### src/rtl/pc_gen.sv
// Program-counter generator for the rv32core fetch stage: reset vector, prioritised
// redirects, imem req/gnt, halt/resume and PC history. Optional macro: PC_GEN_COMPRESSED_EN.
module pc_gen #(
  parameter int unsigned          WIDTH      = 32,
  parameter logic [WIDTH-1:0]     RESET_VEC  = '0,
  parameter int unsigned          HIST_DEPTH = 2
) (
  input  logic                         clk,
  input  logic                         rst_i,
  input  logic                         stall_i,
  input  logic                         trap_i,
  input  logic [WIDTH-1:0]             trap_addr_i,
  input  logic                         jump_i,
  input  logic [WIDTH-1:0]             jump_addr_i,
  input  logic                         branch_i,
  input  logic [WIDTH-1:0]             branch_addr_i,
  input  logic                         halt_i,
  input  logic                         resume_i,
  input  logic                         imem_gnt_i,
`ifdef PC_GEN_COMPRESSED_EN
  input  logic                         is_compressed_i,
`endif
  output logic                         imem_req_o,
  output logic [WIDTH-1:0]             imem_addr_o,
  output logic [WIDTH-1:0]             pc_o,
  output logic [HIST_DEPTH*WIDTH-1:0]  pc_hist_o,
  output logic                         misalign_o,
  output logic                         halted_o
);

`ifdef PC_GEN_COMPRESSED_EN
  localparam logic [WIDTH-1:0] ALIGN_MASK = WIDTH'(1);
`else
  localparam logic [WIDTH-1:0] ALIGN_MASK = WIDTH'(3);
`endif

  typedef enum logic [1:0] {BOOT, RUN, HALT} state_t;

  state_t                         state;
  logic [HIST_DEPTH-1:0][WIDTH-1:0] hist;
  logic [WIDTH-1:0]               inc_c;
  logic                           redirect_c;
  logic                           advance_c;
  logic                           hist_en_c;

  function automatic logic [WIDTH-1:0] align_addr(input logic [WIDTH-1:0] a);
    return a & ~ALIGN_MASK;
  endfunction

  function automatic logic is_misaligned(input logic [WIDTH-1:0] a);
    return |(a & ALIGN_MASK);
  endfunction

  // Fetch increment: halfword step for compressed instructions when enabled.
  always_comb begin
    inc_c = WIDTH'(4);
`ifdef PC_GEN_COMPRESSED_EN
    if (is_compressed_i) inc_c = WIDTH'(2);
`endif
  end

  // History advances only when the PC takes a new value from a redirect or an advance.
  always_comb begin
    redirect_c = 1'b0;
    advance_c  = 1'b0;
    if (state == RUN) begin
      redirect_c = trap_i | jump_i | branch_i;
      advance_c  = !redirect_c && !halt_i && !stall_i && imem_req_o && imem_gnt_i;
    end else if (state == HALT) begin
      redirect_c = trap_i;
    end
    hist_en_c = redirect_c | advance_c;
  end

  always_ff @(posedge clk) begin
    if (rst_i) begin
      state      <= BOOT;
      pc_o       <= RESET_VEC;
      imem_req_o <= 1'b0;
      halted_o   <= 1'b0;
      misalign_o <= 1'b0;
    end else begin
      misalign_o <= 1'b0;
      unique case (state)
        BOOT: begin
          state      <= RUN;
          imem_req_o <= 1'b1;
        end
        RUN: begin
          if (trap_i) begin
            pc_o <= trap_addr_i;
          end else if (jump_i) begin
            pc_o       <= align_addr(jump_addr_i);
            misalign_o <= is_misaligned(jump_addr_i);
          end else if (branch_i) begin
            pc_o       <= align_addr(branch_addr_i);
            misalign_o <= is_misaligned(branch_addr_i);
          end else if (halt_i) begin
            state      <= HALT;
            imem_req_o <= 1'b0;
            halted_o   <= 1'b1;
          end else if (advance_c) begin
            pc_o <= pc_o + inc_c;
          end
        end
        HALT: begin
          if (trap_i || resume_i) begin
            state      <= RUN;
            imem_req_o <= 1'b1;
            halted_o   <= 1'b0;
          end
          if (trap_i) pc_o <= trap_addr_i;
        end
        default: begin
          state      <= BOOT;
          imem_req_o <= 1'b0;
          halted_o   <= 1'b0;
        end
      endcase
    end
  end

  always_ff @(posedge clk) begin
    if (rst_i) begin
      for (int unsigned k = 0; k < HIST_DEPTH; k++) hist[k] <= RESET_VEC;
    end else if (hist_en_c) begin
      hist[0] <= pc_o;
      for (int unsigned k = 1; k < HIST_DEPTH; k++) hist[k] <= hist[k-1];
    end
  end

  assign imem_addr_o = pc_o;
  assign pc_hist_o   = hist;

endmodule

### config.mk
export PLATFORM = sky130hd
export DESIGN_NAME = pc_gen
export DESIGN_NICKNAME = d
export VERILOG_FILES = /design/src/rtl/pc_gen.sv
export SDC_FILE = /design/constraint.sdc
export NUM_CORES = 1
export LEC_CHECK = 0
export ABC_AREA = 1
export BUFFER_PORTS_ARGS = -buffer_cell sky130_fd_sc_hd__buf_4
export CORE_ASPECT_RATIO = 1.75
export CORE_UTILIZATION = 48
export CTS_CLUSTER_SIZE = 8
export DETAILED_ROUTE_END_ITERATION = 10
export PLACE_DENSITY = 0.8
export SETUP_SLACK_MARGIN = 0.4
export SLEW_MARGIN = 20
export SYNTH_ARGS = -nofsm -noshare
export SYNTH_HDL_FRONTEND = slang
export SYNTH_SLANG_ARGS = --single-unit
export TNS_END_PERCENT = 50
### constraint.sdc
create_clock -name clk -period 2.1 [get_ports clk]
set_clock_uncertainty 0.1 [all_clocks]
set_input_delay 0.315 -clock clk [delete_from_list [all_inputs] [get_ports clk]]
set_output_delay 0.315 -clock clk [all_outputs]
set_load 0.01 [all_outputs]
==> Yosys cells after proc, flatten, opt, wreduce, memory -nomap -nowiden <==
Index checks and enable logic that the tools add are counted.
{ "classes": {"muxes": 30, "addsub": 1, "bitwise_logic": 5, "reduce_logical": 16, "eq_ne": 10} }
{ "ops": {"columns": ["cell", "n"], "rows": [
  ["$mux W32", 6],
  ["$pmux W32 S2", 1],
  ["$add A32 B3 Y32 const B", 1],
  ["$mux W1", 15],
  ["$mux W2", 5],
  ["$ne A2 B2 Y1 const B", 5],
  ["$ne A5 B5 Y1 const B", 2],
  ["$pmux W1 S3", 2],
  ["$pmux W2 S3", 1],
  ["$reduce_and A6 Y1", 1],
  ["$reduce_and A5 Y1", 1],
  ["$logic_and A1 B1 Y1", 4],
  ["$reduce_and A4 Y1", 1],
  ["$reduce_or A2 Y1", 2],
  ["$logic_not A1 Y1", 3],
  ["$or A1 B1 Y1", 3],
  ["$reduce_or A3 Y1", 1],
  ["$eq A2 B1 Y1 const B", 1],
  ["$eq A2 B2 Y1 const B", 1],
  ["$logic_not A2 Y1", 1],
  ["$ne A2 B1 Y1 const B", 1],
  ["$not A1 Y1", 2],
  ["$reduce_bool A2 Y1", 1],
  ["$logic_or A1 B1 Y1", 1]
]} }
{ "word_totals": {"register_bits": 101, "elab_cells": 69, "input_bits": 105, "output_inout_bits": 131} }

==> Logic depth before layout (Yosys ltp) <==
{ "depth": {"ltp_word": 14, "ltp_mapped": 12} }

==> Least setup slack after synthesis <==
No wires, ideal clock.
{ "synth_path": {"path_kind": "register -> register", "startpoint": "reg pc_o[2], in the netlist imem_addr_o[2]", "endpoint": "reg pc_o[20], in the netlist imem_addr_o[20]", "path_buffers": 0, "arrival_ps": 1486, "t_required_ps": 1870, "slack_ps": 384, "synth_period_minus_slack_ps": 1716, "stages_incl_launch_ff": 13, "cell_sequence": "dfxtp_1 > ha_1 > nand2_1 > nor2_4 > nand3_2 > nor2_1 > nand2_1 > nand2_1 > nand2_1 > nand2_1 > nand2_1 > nand2_1 > a21oi_1"} }
{ "synth_between": {"elab_chain_len": 7} }
{ "synth_rtl": {"columns": ["item", "line", "rtl"], "rows": [
  ["start, declared", "25", "output logic [WIDTH-1:0] pc_o,"],
  ["start signal, assigned", "91", "pc_o <= trap_addr_i;"],
  ["start signal, assigned", "93", "pc_o <= align_addr(jump_addr_i);"],
  ["start signal, assigned", "96", "pc_o <= align_addr(branch_addr_i);"],
  ["$add A32 B3 Y32", "103", "pc_o <= pc_o + inc_c;"],
  ["$mux W32", "102", "end else if (advance_c) begin"],
  ["$mux W32", "98", "end else if (halt_i) begin"],
  ["$mux W32", "95", "end else if (branch_i) begin"],
  ["$mux W32", "92", "end else if (jump_i) begin"],
  ["$mux W32", "90", "if (trap_i) begin"],
  ["$pmux W32 S2", "84", "unique case (state)"]
]} }
Every way passes these cells. The select of a mux whose other input is x is not followed.
A chain may end at the register's enable or synchronous reset.

==> Final worst setup path <==
{ "layout_path": {"startpoint": "reg pc_o[2], in the netlist imem_addr_o[2]", "endpoint": "reg pc_o[24], in the netlist imem_addr_o[24]"} }
The elaborated chain is that of the path after synthesis.

==> impl_metrics.py <==
metrics = {
    "sta": {
        "setup_viol": 0,
        "fmaxAchievable_ghz": 0.585,
        "rsz0062_at_grt": "yes",
        "period_needed_ns": 1.71,
        "slew_headroom_pct": 70.3,
        "hold_violations": 0,
        "timing.hold.ws_ns": 0.103,
        "tightest_slew_ns": 0.446,
        "tns_ns": 0,
        "drv_slew": 0,
        "finalCritPeriodShare_pct": 81.4,
    },
    "power": {
        "pwr-share-clk_pct": 13.7,
        "combPwrFrac_pct": 53.8,
        "power_frac_seq_pct": 32.6,
        "total_switching_power_mw": 4.90,
        "cellPowerDensity_nw_per_um2": 1420,
        "internal_power_mw": 6.63,
        "vdd.ir_drop.worst_mv": 1.16,
        "p_sw_share_pct": 42.5,
        "p_leak_nw": 3.68,
        "total_power_mw": 11.5,
    },
    "layout": {
        "drive_above_1_share_pct": 35.1,
        "final_util_pct": 72.6,
        "regArea_um2": 2070,
        "area_growth_pct": 46.2,
        "n_fill_cell": 895,
        "fin_nets": 1192,
        "layout.cells.non_filler": 1219,
        "multi_input_area_um2": 3130,
        "antenna_cells": 0,
    },
    "critical_path": {
        "cp-end-kind": "flop",
        "endpoint": "imem_addr_o[24]",
        "path_class": "reg2reg",
        "slowest_delay_ns": 0.39,
        "start_kind": "flop",
        "worst_path_most_repeated_cell": "nand2_1",
        "r2r_start": "imem_addr_o[2]",
        "reg2reg_depth": 11,
        "crit_chain": "ha_4, nand3_2, nor2_4, buf_4, nand2_1, nand2_1, nand2_1, nand2_1, nand2_1, nand2_1, a21oi_1",
        "rrSetupSlack_ns": 0.39,
        "required_ns": 2.24,
        "crit_fanout": 5,
        "cpMaxStageDelayCell": "dfxtp_4",
        "startpoint": "imem_addr_o[2]",
        "critPathArrivalTime_ns": 1.84,
        "reg2reg_to": "imem_addr_o[24]",
    },
    "clocking": {
        "clk_path_buf_depth": 2,
        "clkTransAtPathRegs_ns": 0.07,
        "numCtsBuffers": 9,
        "cts_sinks": 101,
        "cts_hold_buf": 0,
        "clk_latency_ns": 0.35,
        "tritoncts": "built",
        "clock-root-buffer": "clkbuf_16",
        "cts_max_level": 3,
    },
    "synth": {
        "synthMostInstantiatedCell": "nor2_1",
        "netlist_top_cells_area": "dfxtp_1 36%, nor2_1 14%, nand2_1 11%, o21ai_0 9.7%, a21oi_1 8.0%",
        "synthSimpleGateAreaFrac_pct": 30.0,
        "syn_inst": 867,
        "syn_nets": 977,
        "synth_compound_area_share_pct": 20.0,
        "synth_edf_count": 0,
        "synth_xor_area_share_pct": 1.74,
        "avgSynthCellArea_um2": 6.39,
        "synth_common_cells": "200 x nor2_1, 164 x nand2_1, 108 x o21ai_0",
        "syn_area_um2": 5540,
        "ys.flop_type": "dfxtp_1",
        "synth_top_area_cell": "dfxtp_1",
        "yosysWarnings": 0,
        "synthMuxAreaShare_pct": 0,
        "ys_seq_area_share_pct": 36.5,
        "synthAdderAreaFrac_pct": 1.13,
        "ys_types": 31,
        "synthArstFlopShare_pct": 0,
        "netlist.area_leader.share_pct": 36.5,
        "ys_ff_latch": 101,
        "synth_top_family_by_area": "simple AND/OR/NAND/NOR gates",
    },
    "detailed_routing": {
        "drt_iter0_drc": 469,
        "wl_per_cell_um": 16.2,
        "drc": 0,
        "firstDrtPassIters": 5,
        "wl_um": 19800,
        "final_antenna_net_count": 0,
        "vias_per_cell": 5.47,
        "dr_total_vias": 6664,
    },
    "die": {
        "ios": 236,
        "die_width_um": 83.2,
        "num_rows": 51,
        "coreArea_um2": 11200,
        "dieHeight_um": 144,
        "initial_core_util_pct": 49.6,
        "fp.dieArea_um2": 12000,
    },
    "run_status": {
        "status": "finished clean",
    },
    "placement": {
        "dp_hpwl_um": 13800,
        "dp_cells": 1183,
        "gp_congestion": 0.976,
        "numPortBuffers": 235,
    },
    "flow_run": {
        "maxCapViolations": 0,
    },
    "grt": {
        "grt_max_degree": 79,
        "grt_pass1_vias": 5776,
        "antenna_found_initial": 0,
        "grtUsageTotal_pct": 29.3,
        "grt.overflow.total": 0,
        "grt_pass1_wl_um": 28200,
    },
    "min_path": {
        "hold_path_class": "in2reg",
    },
}
[kinds of logic after synthesis]
kind of cell / count (synthesis)
fa+ha+maj: 5
compound gates: 215
simple gates: 414
xor+xnor: 11
flops: 101
buf+inv: 121
[worst max-delay path, delay by kind of cell (launching register included)]
family | cells | cell delay (ns)
fa+ha+maj | 1 | 0.19
compound gates | 1 | 0.06
simple gates | 8 | 0.72
flops | 1 | 0.39
buf+inv | 1 | 0.13
[metrics by stage]
stage                     instance area [µm²]  worst slack, ns
after floorplan                          5550            0.408
after global placement                   7310            0.220
after detailed placement                 7310            0.157
after CTS                                7690            0.363
after global routing                     8100            0.294
final                                    8100            0.391
[how the worst min path moves through the flow]
stage	start	end	depth (start not counted)
after global routing	trap_i	misalign_o	2
after floorplan	trap_i	misalign_o	1
after detailed placement	pc_hist_o[38]	pc_hist_o[38]	2
after global placement	pc_hist_o[52]	pc_hist_o[52]	2
after CTS	trap_i	misalign_o	2
final	trap_i	misalign_o	2
[power groups by stage]
stage	combinational, mW	clock [mW]	sequential, mW
2_1_floorplan	2.63	0	3.94
3_3_place_gp	5.42	0	3.65
3_5_place_dp	5.48	0	3.67
4_1_cts	5.62	1.58	3.66
5_1_grt	6.71	1.65	3.86
6_report	6.20	1.58	3.76
[layer usage]
metal | wire, µm | vias up | GRT usage, %
met5 | 0 | - | 0
met4 | 850 | 0 | 12.9
met3 | 1360 | 69 | 4.45
met2 | 10200 | 355 | 53.5
met1 | 7320 | 3033 | 33.7
li1 | - | 3207 | -
[cell type report]
cell class,instances,share of cell area [%]
clock buffer,9,2.78
clock inverter,7,0.618
inverter,41,2.02
multi-input combinational,645,38.6
sequential,101,25.6
tap,132,2.04
timing repair buffer,284,28.3
[timing repair]
| action | CTS | global route |
|---|---|---|
| setup endpoints to repair | 98 | 96 |
| setup buffers | 2 | 15 |
| cloned | 0 | 3 |
| pin swaps | 1 | 17 |
| gates resized for setup | 23 | 86 |
[placed cells by master (no fill, tap or decap), types with 14 or more instances in the layout]
| master | netlist | final |
|---|---|---|
| buf_4 | 33 | 271 |
| nor2_1 | 200 | 185 |
| nand2_1 | 164 | 153 |
| o21ai_0 | 108 | 94 |
| a21oi_1 | 89 | 86 |
| dfxtp_1 | 101 | 78 |
| inv_1 | 38 | 34 |
| nand3_1 | 30 | 27 |
| o21ai_1 | 4 | 18 |
| nor2_2 | 6 | 14 |
| dfxtp_2 | 0 | 14 |
[sequential cells by signal, summed over array words and instances (netlist names)]
signal / count
pc_hist_o: 64
state: 2
imem_addr_o: 32
halted_o: 1
imem_req_o: 1
misalign_o: 1
No activity file was read; power rests on OpenSTA's default activity.
